## src/rtl/clk_divider_pkg.sv

```systemverilog
// ---------------------------------------------------------------------------
// clk_divider_pkg
//   Shared helpers for the clock divider.
//   calc_cw : width of a counter that must hold 0 .. div-1 (never below 1).
// ---------------------------------------------------------------------------
package clk_divider_pkg;

    function automatic int calc_cw(input int div);
        int w;
        w = $clog2(div);
        return (w < 1) ? 1 : w;
    endfunction

endpackage

```

## src/rtl/clk_divider.sv

```systemverilog
// ---------------------------------------------------------------------------
// clk_divider
//   Parameterised integer clock divider. Produces a registered square wave
//   clk_div of period DIV = CLK_IN / CLK_OUT system clocks (low for LO
//   cycles, then high for HI cycles) plus a one-cycle tick in the first
//   high cycle of each period, so consumers can stay on clk.
//
//   Parameters
//     CLK_IN   input clock frequency in Hz
//     CLK_OUT  requested output frequency in Hz (truncating division)
//
//   Ports
//     clk      in   system clock, rising edge
//     res      in   synchronous reset, active-high
//     clk_div  out  divided clock, registered
//     tick     out  single-cycle strobe on each clk_div rise
// ---------------------------------------------------------------------------
module clk_divider
    import clk_divider_pkg::*;
#(
    parameter int CLK_IN  = 20_000_000,
    parameter int CLK_OUT = 1_000
) (
    input  logic clk,
    input  logic res,
    output logic clk_div,
    output logic tick
);

    // Guard the division so a zero CLK_OUT reaches the elaboration check
    // instead of failing inside the constant expression.
    localparam int DIV = (CLK_OUT > 0) ? (CLK_IN / CLK_OUT) : 0;
    localparam int LO  = DIV / 2;
    localparam int HI  = DIV - LO;
    localparam int CW  = calc_cw(DIV);

    localparam logic [CW-1:0] C_LAST = CW'(DIV - 1);
    localparam logic [CW-1:0] C_LO   = CW'(LO);
    localparam logic [CW-1:0] C_ONE  = CW'(1);

    generate
        if (CLK_IN <= 0 || CLK_OUT <= 0 || DIV < 2 || HI < LO) begin : g_bad_params
            $fatal(1, "clk_divider: CLK_IN/CLK_OUT must be positive with CLK_IN/CLK_OUT >= 2");
        end
    endgenerate

    logic [CW-1:0] r_cnt;
    logic          r_clk_div;
    logic          r_tick;
    logic [CW-1:0] w_cnt_next;

    // Wrap at DIV-1; the falling edge of clk_div lands on the wrap.
    always_comb begin
        w_cnt_next = (r_cnt == C_LAST) ? '0 : (r_cnt + C_ONE);
    end

    // Outputs are computed from the next count so they stay registered and
    // line up with the counter: clk_div == (cnt >= LO), tick == (cnt == LO).
    always_ff @(posedge clk) begin
        if (res) begin
            r_cnt     <= '0;
            r_clk_div <= 1'b0;
            r_tick    <= 1'b0;
        end else begin
            r_cnt     <= w_cnt_next;
            r_clk_div <= (w_cnt_next >= C_LO);
            r_tick    <= (w_cnt_next == C_LO);
        end
    end

    assign clk_div = r_clk_div;
    assign tick    = r_tick;

endmodule

```

## config.mk

```make
export PLATFORM = sky130hd
export DESIGN_NAME = clk_divider
export DESIGN_NICKNAME = d
export VERILOG_FILES = /design/src/rtl/clk_divider_pkg.sv /design/src/rtl/clk_divider.sv
export SDC_FILE = /design/constraint.sdc
export NUM_CORES = 1
export LEC_CHECK = 0
export ABC_AREA = 0
export ABC_CLOCK_PERIOD_IN_PS = 6150
export BUFFER_PORTS_ARGS = -buffer_cell sky130_fd_sc_hd__buf_2
export CAP_MARGIN = 20
export CORE_MARGIN = 4
export CORE_UTILIZATION = 40
export DETAILED_ROUTE_END_ITERATION = 7
export PLACE_DENSITY_LB_ADDON = 0.15
export REMOVE_ABC_BUFFERS = 1
export SYNTH_ARGS = -nofsm -noshare
export SYNTH_HDL_FRONTEND = slang
export SYNTH_SLANG_ARGS = --single-unit
```

## constraint.sdc

```tcl
create_clock -name clk -period 6.15 [get_ports clk]
set_input_delay 0.615 -clock clk [delete_from_list [all_inputs] [get_ports clk]]
set_output_delay 0.615 -clock clk [all_outputs]
set_load 0.02 [all_outputs]
```

==> flow_metrics.env, run 1 <==
export IMPL_drv_slew=0
export IMPL_crit_type="reg -> reg"
export IMPL_hold_class="reg -> reg"
export IMPL_worstPathArrival_ps=2740
export IMPL_cts_buffers=3
export IMPL_postSynth_asyncResetShare_pct=0
export IMPL_ioPinCount=4
export IMPL_slowest_delay_ps=640
export IMPL_tns_ps=0
export IMPL_dp_hpwl_mm=1.47
export IMPL_die_h_um=57.9
export IMPL_rows=17
export IMPL_cts_tree="done"
export IMPL_wl_met1_mm=1.06
export IMPL_htree_levels=1
export IMPL_cp_max_fo=10
export IMPL_top_layer_used="met4"
export IMPL_cts_sinks=17
export IMPL_drt_iter0_markers=33
export IMPL_fin_worst_skew_ps=2.25
export IMPL_crit_chain="ha_1 > nand4_1 > or4_4 > nand2b_1 > or2_2 > o31ai_1"
export IMPL_synth_edf_count=0
export IMPL_hold_viol_final=0
export IMPL_grt_overflow_total=0
export IMPL_final_net_count=122
export IMPL_grt_pass1_wl_mm=3.61
export IMPL_startpoint_type="flop"
export IMPL_yosys_area_top_type="dfxtp_1"
export IMPL_die_x_um=57.9
export IMPL_ys_ff_latch=17
export IMPL_setup_viol=0
export IMPL_antenna_found_initial=0
export IMPL_max_cap_violations=0
export IMPL_firstDrtPassIters=4
export IMPL_grt_use_total_pct=14.2
export IMPL_ys_types=40
export IMPL_grt_setup_unrepaired="no"
export IMPL_ys_warn_count=0
export IMPL_grt_pass1_vias=753
export IMPL_powerDensity_mw_per_mm2=178
export IMPL_period_share_pct=41.5
export IMPL_dr_wl_met2_um=903
export IMPL_power_leakage_nw=0.351
export IMPL_fmax_ghz=0.392
export IMPL_hold_buffers=0
export IMPL_vias_per_cell=5.61
export IMPL_syn_area_um2=995
export IMPL_synthFlopType="dfxtp_1"
export IMPL_pre_cts_ws_ps=3670
export IMPL_route_met3_wl_um=66
export IMPL_maxSlewHeadroom_pct=74.0
export IMPL_synth_top_area_share_pct=34.2
export IMPL_drive_above_1_share_pct=12.8
export IMPL_layout_setup_ws_ps=3600
export IMPL_initial_core_util_pct=43.3
export IMPL_root_buffer="clkbuf_4"
export IMPL_period_needed_ps=2550
export IMPL_crit_required_ps=6340
export IMPL_cts_resized=0
export IMPL_synth_area_leaders="dfxtp_1 (34%), xnor2_1 (7.0%), nor2_1 (6.0%), xor2_1 (4.4%), nand3_1 (4.0%)"
export IMPL_clock_latency_ps=290
export IMPL_cts_buffer_depth=2
export IMPL_syn_area_per_cell_um2=8.50
export IMPL_route_detailed_wl_per_inst_um=14.4
export IMPL_grt_start_max_net_pins=11
export IMPL_cp_end_kind="flop"
export IMPL_clk_pin_slew_ps=100
export IMPL_gp_congestion=0.919
export IMPL_num_vias=814
export IMPL_synth_seq_area_share_pct=34.2
export IMPL_postCtsSetupBuffers=0
export IMPL_portBuffers=3
export IMPL_p_total_w=0.000183
export IMPL_ant_nets=0
export IMPL_vdd_drop_max_v=0.0000930
export IMPL_syn_inst=117
export IMPL_dieArea_mm2=0.00335
export IMPL_diodes=0
export IMPL_worst_pin_slew_ps=387
export IMPL_coreArea_mm2=0.00230
export IMPL_status="finished clean"
export IMPL_worst_path_max_delay_cell="or4_4"
export IMPL_drc=0
export IMPL_wl_mm=2.08
export IMPL_area_growth_pct=3.52
layout make-up:
| cell class | count | area [um2] |
|---|---|---|
| timing repair buffer | 3 | 15.0 |
| fill | 235 | 1270 |
| inverter | 4 | 15.0 |
| multi-input combinational | 89 | 598 |
| sequential | 17 | 340 |
| clock buffer | 4 | 26.3 |
| tap | 28 | 35.0 |
cell usage after synthesis (2+ instances only):
cell	n
a21oi_1	2
nand3_1	8
a31oi_1	2
buf_2	3
o2111a_1	2
nor4_1	3
nor3_1	3
ha_1	2
o31ai_1	2
inv_1	4
nor2_1	16
or2_2	2
nor2b_1	5
clkbuf_1	2
xnor2_1	8
nand4_1	3
nand2b_1	2
xor2_1	5
nand2_1	6
dfxtp_1	17
critical path, delay by kind of cell (launching register included):
| family | cells | cell delay [ps] |
|---|---|---|
| AOI/OAI and AO/OA | 1 | 60 |
| adders and majority gates | 1 | 440 |
| DFF | 1 | 510 |
| and+or+nand+nor | 4 | 1440 |
per-stage QoR:
step	util [%]	std cells	area [um2]	hold slack, ps
global route	44.8	145	1030	597
finish	44.8	145	1030	565
CTS	44.8	145	1030	553
floorplan	-	110	953	486
detailed placement	43.7	141	1000	526
global placement	43.7	141	1000	507
layout by cell type, fill, tap and decap left out, types with 3 or more instances in the layout:
| master | instances |
|---|---|
| dfxtp_1 | 17 |
| nor2_1 | 16 |
| nand3_1 | 8 |
| xnor2_1 | 8 |
| nand2_1 | 6 |
| xor2_1 | 5 |
| nor2b_1 | 5 |
| inv_1 | 4 |
| nand4_1 | 3 |
| nor4_1 | 3 |
| nor3_1 | 3 |
| clkbuf_4 | 3 |
| buf_2 | 3 |
final timing paths:
check,from,end,slack (ps),cells after the start
hold reg to reg,r_cnt[0]$_SDFF_PP0_,r_cnt[0]$_SDFF_PP0_,570,1
hold / removal,r_cnt[0]$_SDFF_PP0_,r_cnt[0]$_SDFF_PP0_,570,1
setup / recovery,r_cnt[0]$_SDFF_PP0_,clk_div$_SDFF_PP0_,3600,6
setup reg to reg,r_cnt[0]$_SDFF_PP0_,clk_div$_SDFF_PP0_,3600,6
cell families after synthesis:
group | share of synthesized area (%)
AO/OA/AOI/OAI | 11.8
XOR/XNOR | 11.4
adder cells (fa/ha/maj) | 2.52
buffers and inverters | 5.66
flip-flops | 34.2
multiplexers | 1.01
AND/OR/NAND/NOR | 33.3
sequential cells by signal (all words and copies together) (netlist names):
| name | cells |
|---|---|
| tick | 1 |
| r_cnt | 15 |
| clk_div | 1 |
where the power goes:
group / leakage (nW) / total (W) / internal, W / switching [W]
Sequential: 0.138 / 0.000115 / 0.000112 / 0.00000366
Combinational: 0.198 / 0.00000737 / 0.00000279 / 0.00000458
Clock: 0.0150 / 0.0000603 / 0.0000253 / 0.0000351
Total: 0.351 / 0.000183 / 0.000140 / 0.0000433
routing by layer:
layer	global-route usage, %	up-vias
li1	-	412
met1	17.9	380
met2	21.8	16
met3	4.68	6
met4	6.62	0
met5	0	-
(Power assumes the default switching activity.)
==> run 2, diff against run 1 <==
Settings changed: ABC_CLOCK_PERIOD_IN_PS 6150 to 2200.
Clock period 6.15 ns to 2.2 ns, I/O delays scaled along.
==> flow_metrics.env, run 2 (synthesis results as in run 1) <==
export IMPL_clock_latency_ps=300
export IMPL_coreArea_mm2=0.00230
export IMPL_gp_congestion=0.879
export IMPL_cts_buffer_depth=2
export IMPL_clk_pin_slew_ps=100
export IMPL_grt_start_max_net_pins=11
export IMPL_power_frac_seq_pct=60.3
export IMPL_grt_overflow_total=0
export IMPL_grt_pass1_vias=811
export IMPL_cts_tree="done"
export IMPL_area_growth_pct=6.54
export IMPL_crit_chain="ha_1 > nand4_1 > or4_4 > o31ai_4 > o21ai_2 > nor4_2"
export IMPL_power_leakage_nw=0.371
export IMPL_cp_end_kind="flop"
export IMPL_rrSetupSlack_ps=260
export IMPL_drv_slew=0
export IMPL_grt_use_total_pct=14.2
export IMPL_setup_worst_path_start="r_cnt[1]$_SDFF_PP0_"
export IMPL_drt_iter0_markers=28
export IMPL_crit_required_ps=2420
export IMPL_antenna_found_initial=0
export IMPL_portBuffers=3
export IMPL_powerDensity_mw_per_mm2=496
export IMPL_ioPinCount=4
export IMPL_worst_path_max_delay_cell="or4_4"
export IMPL_fin_worst_skew_ps=1.53
export IMPL_num_vias=819
export IMPL_cts_buffers=3
export IMPL_die_h_um=57.9
export IMPL_hold_viol_final=0
export IMPL_max_cap_violations=0
export IMPL_power_internal_w=0.000397
export IMPL_maxSlewHeadroom_pct=72.3
export IMPL_cts_resized=0
export IMPL_fmax_ghz=0.517
export IMPL_initial_core_util_pct=43.3
export IMPL_largest_register="r_cnt"
export IMPL_timing_hold_ws_ps=195
export IMPL_r2r_start="r_cnt[1]$_SDFF_PP0_"
export IMPL_ff2ff_path_depth=6
export IMPL_min_path_cells=2
export IMPL_vias_per_cell=5.50
export IMPL_htree_levels=1
export IMPL_final_fill_count=243
export IMPL_worstPathArrival_ps=2150
export IMPL_status="finished clean"
export IMPL_route_detailed_wl_per_inst_um=14.2
export IMPL_slowest_delay_ps=640
export IMPL_vdd_drop_max_v=0.000381
export IMPL_largest_reg_flops=15
export IMPL_hold_path_end="r_cnt[7]$_SDFF_PP0_"
export IMPL_hp_start="res"
export IMPL_final_net_count=126
export IMPL_die_x_um=57.9
export IMPL_drc=0
export IMPL_hold_buffers=0
export IMPL_wl_mm=2.12
export IMPL_grt_pass1_wl_mm=3.70
export IMPL_pwr_share_clk_pct=33.2
export IMPL_tns_ps=0
export IMPL_final_cell_mix="dfxtp_1 (17), nor2_1 (16), nand3_1 (8), xnor2_1 (8), nand2_1 (6)"
export IMPL_worst_pin_slew_ps=412
export IMPL_startpoint_type="flop"
export IMPL_period_share_pct=88.0
export IMPL_crit_type="reg -> reg"
export IMPL_diodes=0
export IMPL_switching_power_w=0.000129
export IMPL_hold_class="in -> reg"
export IMPL_drive_above_1_share_pct=15.7
export IMPL_period_needed_ps=1940
export IMPL_setup_viol=0
export IMPL_root_buffer="clkbuf_4"
export IMPL_grt_setup_unrepaired="no"
export IMPL_p_comb_share_pct=6.5
export IMPL_dp_hpwl_mm=1.60
export IMPL_power_share_switching_pct=24.5
export IMPL_ant_nets=0
export IMPL_cts_sinks=17
export IMPL_postCtsSetupBuffers=0
export IMPL_r2r_end="tick$_SDFF_PP0_"
export IMPL_dieArea_mm2=0.00335
export IMPL_rows=17
export IMPL_final_common_cell="dfxtp_1"
export IMPL_firstDrtPassIters=4
export IMPL_cp_max_fo=6
run 2: changes by cell type in the layout (fill, tap and decap cells not counted), sizes merged:
cell  previous run  this run
buf              3         7
run 2: per-layer routing:
layer / global-route usage [%] / wire length, um / vias up
met5: 0 / 0 / -
met3: 2.00 / 63 / 9
met1: 19.3 / 1050 / 368
met2: 21.5 / 940 / 20
met4: 7.95 / 68 / 0
li1: - / - / 422
run 2: metrics by stage:
stage	worst slack [ps]	total power, W	utilization [%]	area, um2	instances
floorplan	66.0	0.000340	-	953	110
CTS	259	0.000532	46.1	1060	149
global route	110	0.000551	46.1	1060	149
global placement	308	0.000357	45.0	1030	145
detailed placement	289	0.000358	45.0	1030	145
finish	265	0.000526	46.1	1060	149
run 2: cell type report:
class | instances | area, um2 | share of cell area, %
timing repair buffer | 7 | 45.0 | 4.25
multi-input combinational | 89 | 598 | 56.4
sequential | 17 | 340 | 32.1
clock buffer | 4 | 26.3 | 2.48
tap | 28 | 35.0 | 3.31
inverter | 4 | 15.0 | 1.42
run 2: how the worst max path moves through the flow:
stage	end	cells after the start	slack (ps)
global route	tick$_SDFF_PP0_	6	110
CTS	tick$_SDFF_PP0_	6	260
detailed placement	tick$_SDFF_PP0_	6	290
finish	tick$_SDFF_PP0_	6	260
floorplan	clk_div$_SDFF_PP0_	6	70
global placement	tick$_SDFF_PP0_	5	310
run 2: critical path, delay by kind of cell (launching register included):
kind | cells | cell delay [ps]
AND/OR/NAND/NOR | 3 | 1150
flip-flops | 1 | 350
adder cells (fa/ha/maj) | 1 | 170
AO/OA/AOI/OAI | 2 | 170
run 2: power by group through the flow:
stage / clock (W) / combinational (W) / sequential [W]
2_1_floorplan: 0 / 0.0000135 / 0.000326
6_report: 0.000175 / 0.0000343 / 0.000317
5_1_grt: 0.000196 / 0.0000377 / 0.000318
3_3_place_gp: 0 / 0.0000334 / 0.000324
4_1_cts: 0.000182 / 0.0000342 / 0.000317
3_5_place_dp: 0 / 0.0000338 / 0.000324
==> run 3, diff against run 2 <==
Settings changed: ABC_CLOCK_PERIOD_IN_PS 2200 to 1800.
Clock period 2.2 ns to 1.8 ns, I/O delays scaled along.
==> flow_metrics.env, run 3 (synthesis results as in run 1) <==
export IMPL_slowest_delay_ps=620
export IMPL_final_util_pct=53.8
export IMPL_rows=17
export IMPL_grt_setup_unrepaired="yes"
export IMPL_period_needed_ps=1790
export IMPL_final_cell_mix="buf_4 (18), nor2_1 (16), dfxtp_1 (15)"
export IMPL_cts_sinks=17
export IMPL_period_share_pct=99.3
export IMPL_die_x_um=57.9
export IMPL_vdd_drop_max_v=0.000564
export IMPL_initial_core_util_pct=43.3
export IMPL_worstPathArrival_ps=1970
export IMPL_cts_buffers=3
export IMPL_root_buffer="clkbuf_4"
export IMPL_hold_viol_final=0
export IMPL_route_met3_wl_um=83
export IMPL_largest_reg_flops=15
export IMPL_cts_buffer_depth=2
export IMPL_dieArea_mm2=0.00335
export IMPL_ant_nets=0
export IMPL_dr_wl_met2_mm=1.09
export IMPL_cp_max_fo=3
export IMPL_powerDensity_mw_per_mm2=515
export IMPL_worst_path_max_delay_cell="or4_4"
export IMPL_num_vias=884
export IMPL_grt_use_total_pct=15.1
export IMPL_cp_end_kind="flop"
export IMPL_layout_setup_ws_ps=13.0
export IMPL_cts_tree="done"
export IMPL_maxSlewHeadroom_pct=76.0
export IMPL_drive_above_1_share_pct=31.4
export IMPL_clk_pin_slew_ps=100
export IMPL_crit_type="reg -> reg"
export IMPL_htree_levels=1
export IMPL_drc=0
export IMPL_dp_hpwl_mm=1.69
export IMPL_grt_start_max_net_pins=10
export IMPL_final_net_count=142
export IMPL_pre_cts_ws_ps=4.00
export IMPL_final_fill_count=220
export IMPL_fmax_ghz=0.560
export IMPL_power_leakage_nw=0.460
export IMPL_die_h_um=57.9
export IMPL_route_detailed_wl_per_inst_um=13.7
export IMPL_grt_pass1_vias=890
export IMPL_gp_congestion=0.892
export IMPL_top_layer_used="met4"
export IMPL_vias_per_cell=5.36
export IMPL_diodes=0
export IMPL_grt_pass1_wl_mm=4.02
export IMPL_startpoint_type="flop"
export IMPL_area_growth_pct=24.3
export IMPL_ioPinCount=4
export IMPL_portBuffers=3
export IMPL_wl_mm=2.26
export IMPL_p_total_w=0.000637
export IMPL_grt_overflow_total=0
export IMPL_drv_slew=0
export IMPL_wl_met1_mm=1.08
export IMPL_dp_cells=160
export IMPL_tns_ps=0
export IMPL_drt_iter0_markers=28
export IMPL_largest_register="r_cnt"
export IMPL_firstDrtPassIters=4
export IMPL_status="finished clean"
export IMPL_setup_viol=0
export IMPL_worst_pin_slew_ps=356
export IMPL_final_common_cell="buf_4"
export IMPL_max_cap_violations=0
export IMPL_fin_cells=165
export IMPL_clock_latency_ps=290
export IMPL_hold_class="in -> reg"
export IMPL_crit_required_ps=1980
export IMPL_crit_chain="ha_1 > nand4_1 > or4_4 > nand2b_1 > or2_2 > o31ai_1"
export IMPL_fin_worst_skew_ps=4.77
export IMPL_coreArea_mm2=0.00230
export IMPL_antenna_found_initial=0
-- run 3: changes by cell type in the layout (fill, tap and decap cells not counted), sizes merged --
cell	delta
buf	+16
-- run 3: final cells by class --
type | instances | area [um2] | share of cell area [%]
Multi-Input combinational cell | 89 | 636 | 51.4
Tap cell | 28 | 35.0 | 2.83
Clock buffer | 4 | 26.3 | 2.13
Inverter | 4 | 15.0 | 1.21
Timing Repair Buffer | 23 | 181 | 14.7
Sequential cell | 17 | 343 | 27.7
-- run 3: metrics by stage --
| stage | area [um2] | hold slack [ps] |
|---|---|---|
| 6_report | 1240 | 141 |
| 5_1_grt | 1240 | 147 |
| 4_1_cts | 1190 | 137 |
| 3_5_place_dp | 1160 | 461 |
| 3_3_place_gp | 1160 | 459 |
| 2_1_floorplan | 953 | 252 |
-- run 3: repair_timing --
item,4_1_cts,5_1_grt
pin swaps,0,1
resized for setup,1,8
buffers inserted,0,1
hold buffers,0,0
setup endpoints to repair,1,4
hold endpoints to repair,0,0
-- run 3: worst max-delay path, delay by kind of cell (launching register included) --
kind | cells | cell delay (ps)
compound gates | 1 | 60
fa+ha+maj | 1 | 160
flops | 1 | 340
simple gates | 4 | 1120
-- run 3: worst paths after layout --
| check | startpoint | end | slack (ps) | cells after the start |
|---|---|---|---|---|
| hold reg to reg | r_cnt[0]$_SDFF_PP0_ | r_cnt[0]$_SDFF_PP0_ | 570 | 2 |
| setup reg to reg | r_cnt[0]$_SDFF_PP0_ | clk_div$_SDFF_PP0_ | 10 | 6 |
| hold / removal | res | r_cnt[1]$_SDFF_PP0_ | 140 | 2 |
| setup / recovery | r_cnt[0]$_SDFF_PP0_ | clk_div$_SDFF_PP0_ | 10 | 6 |
-- run 3: power breakdown --
group          leakage [nW]  switching, W  total [W]  internal, W
clock network        0.0150      0.000117   0.000203    0.0000862
registers             0.138    0.00000447   0.000387     0.000382
logic                 0.307     0.0000255  0.0000469    0.0000214
total                 0.460      0.000147   0.000637     0.000490
-- run 3: per-layer routing --
layer	vias to the layer above	track usage, %
li1	457	-
met1	405	19.8
met2	20	24.5
met3	2	4.23
met4	0	3.64
met5	-	0
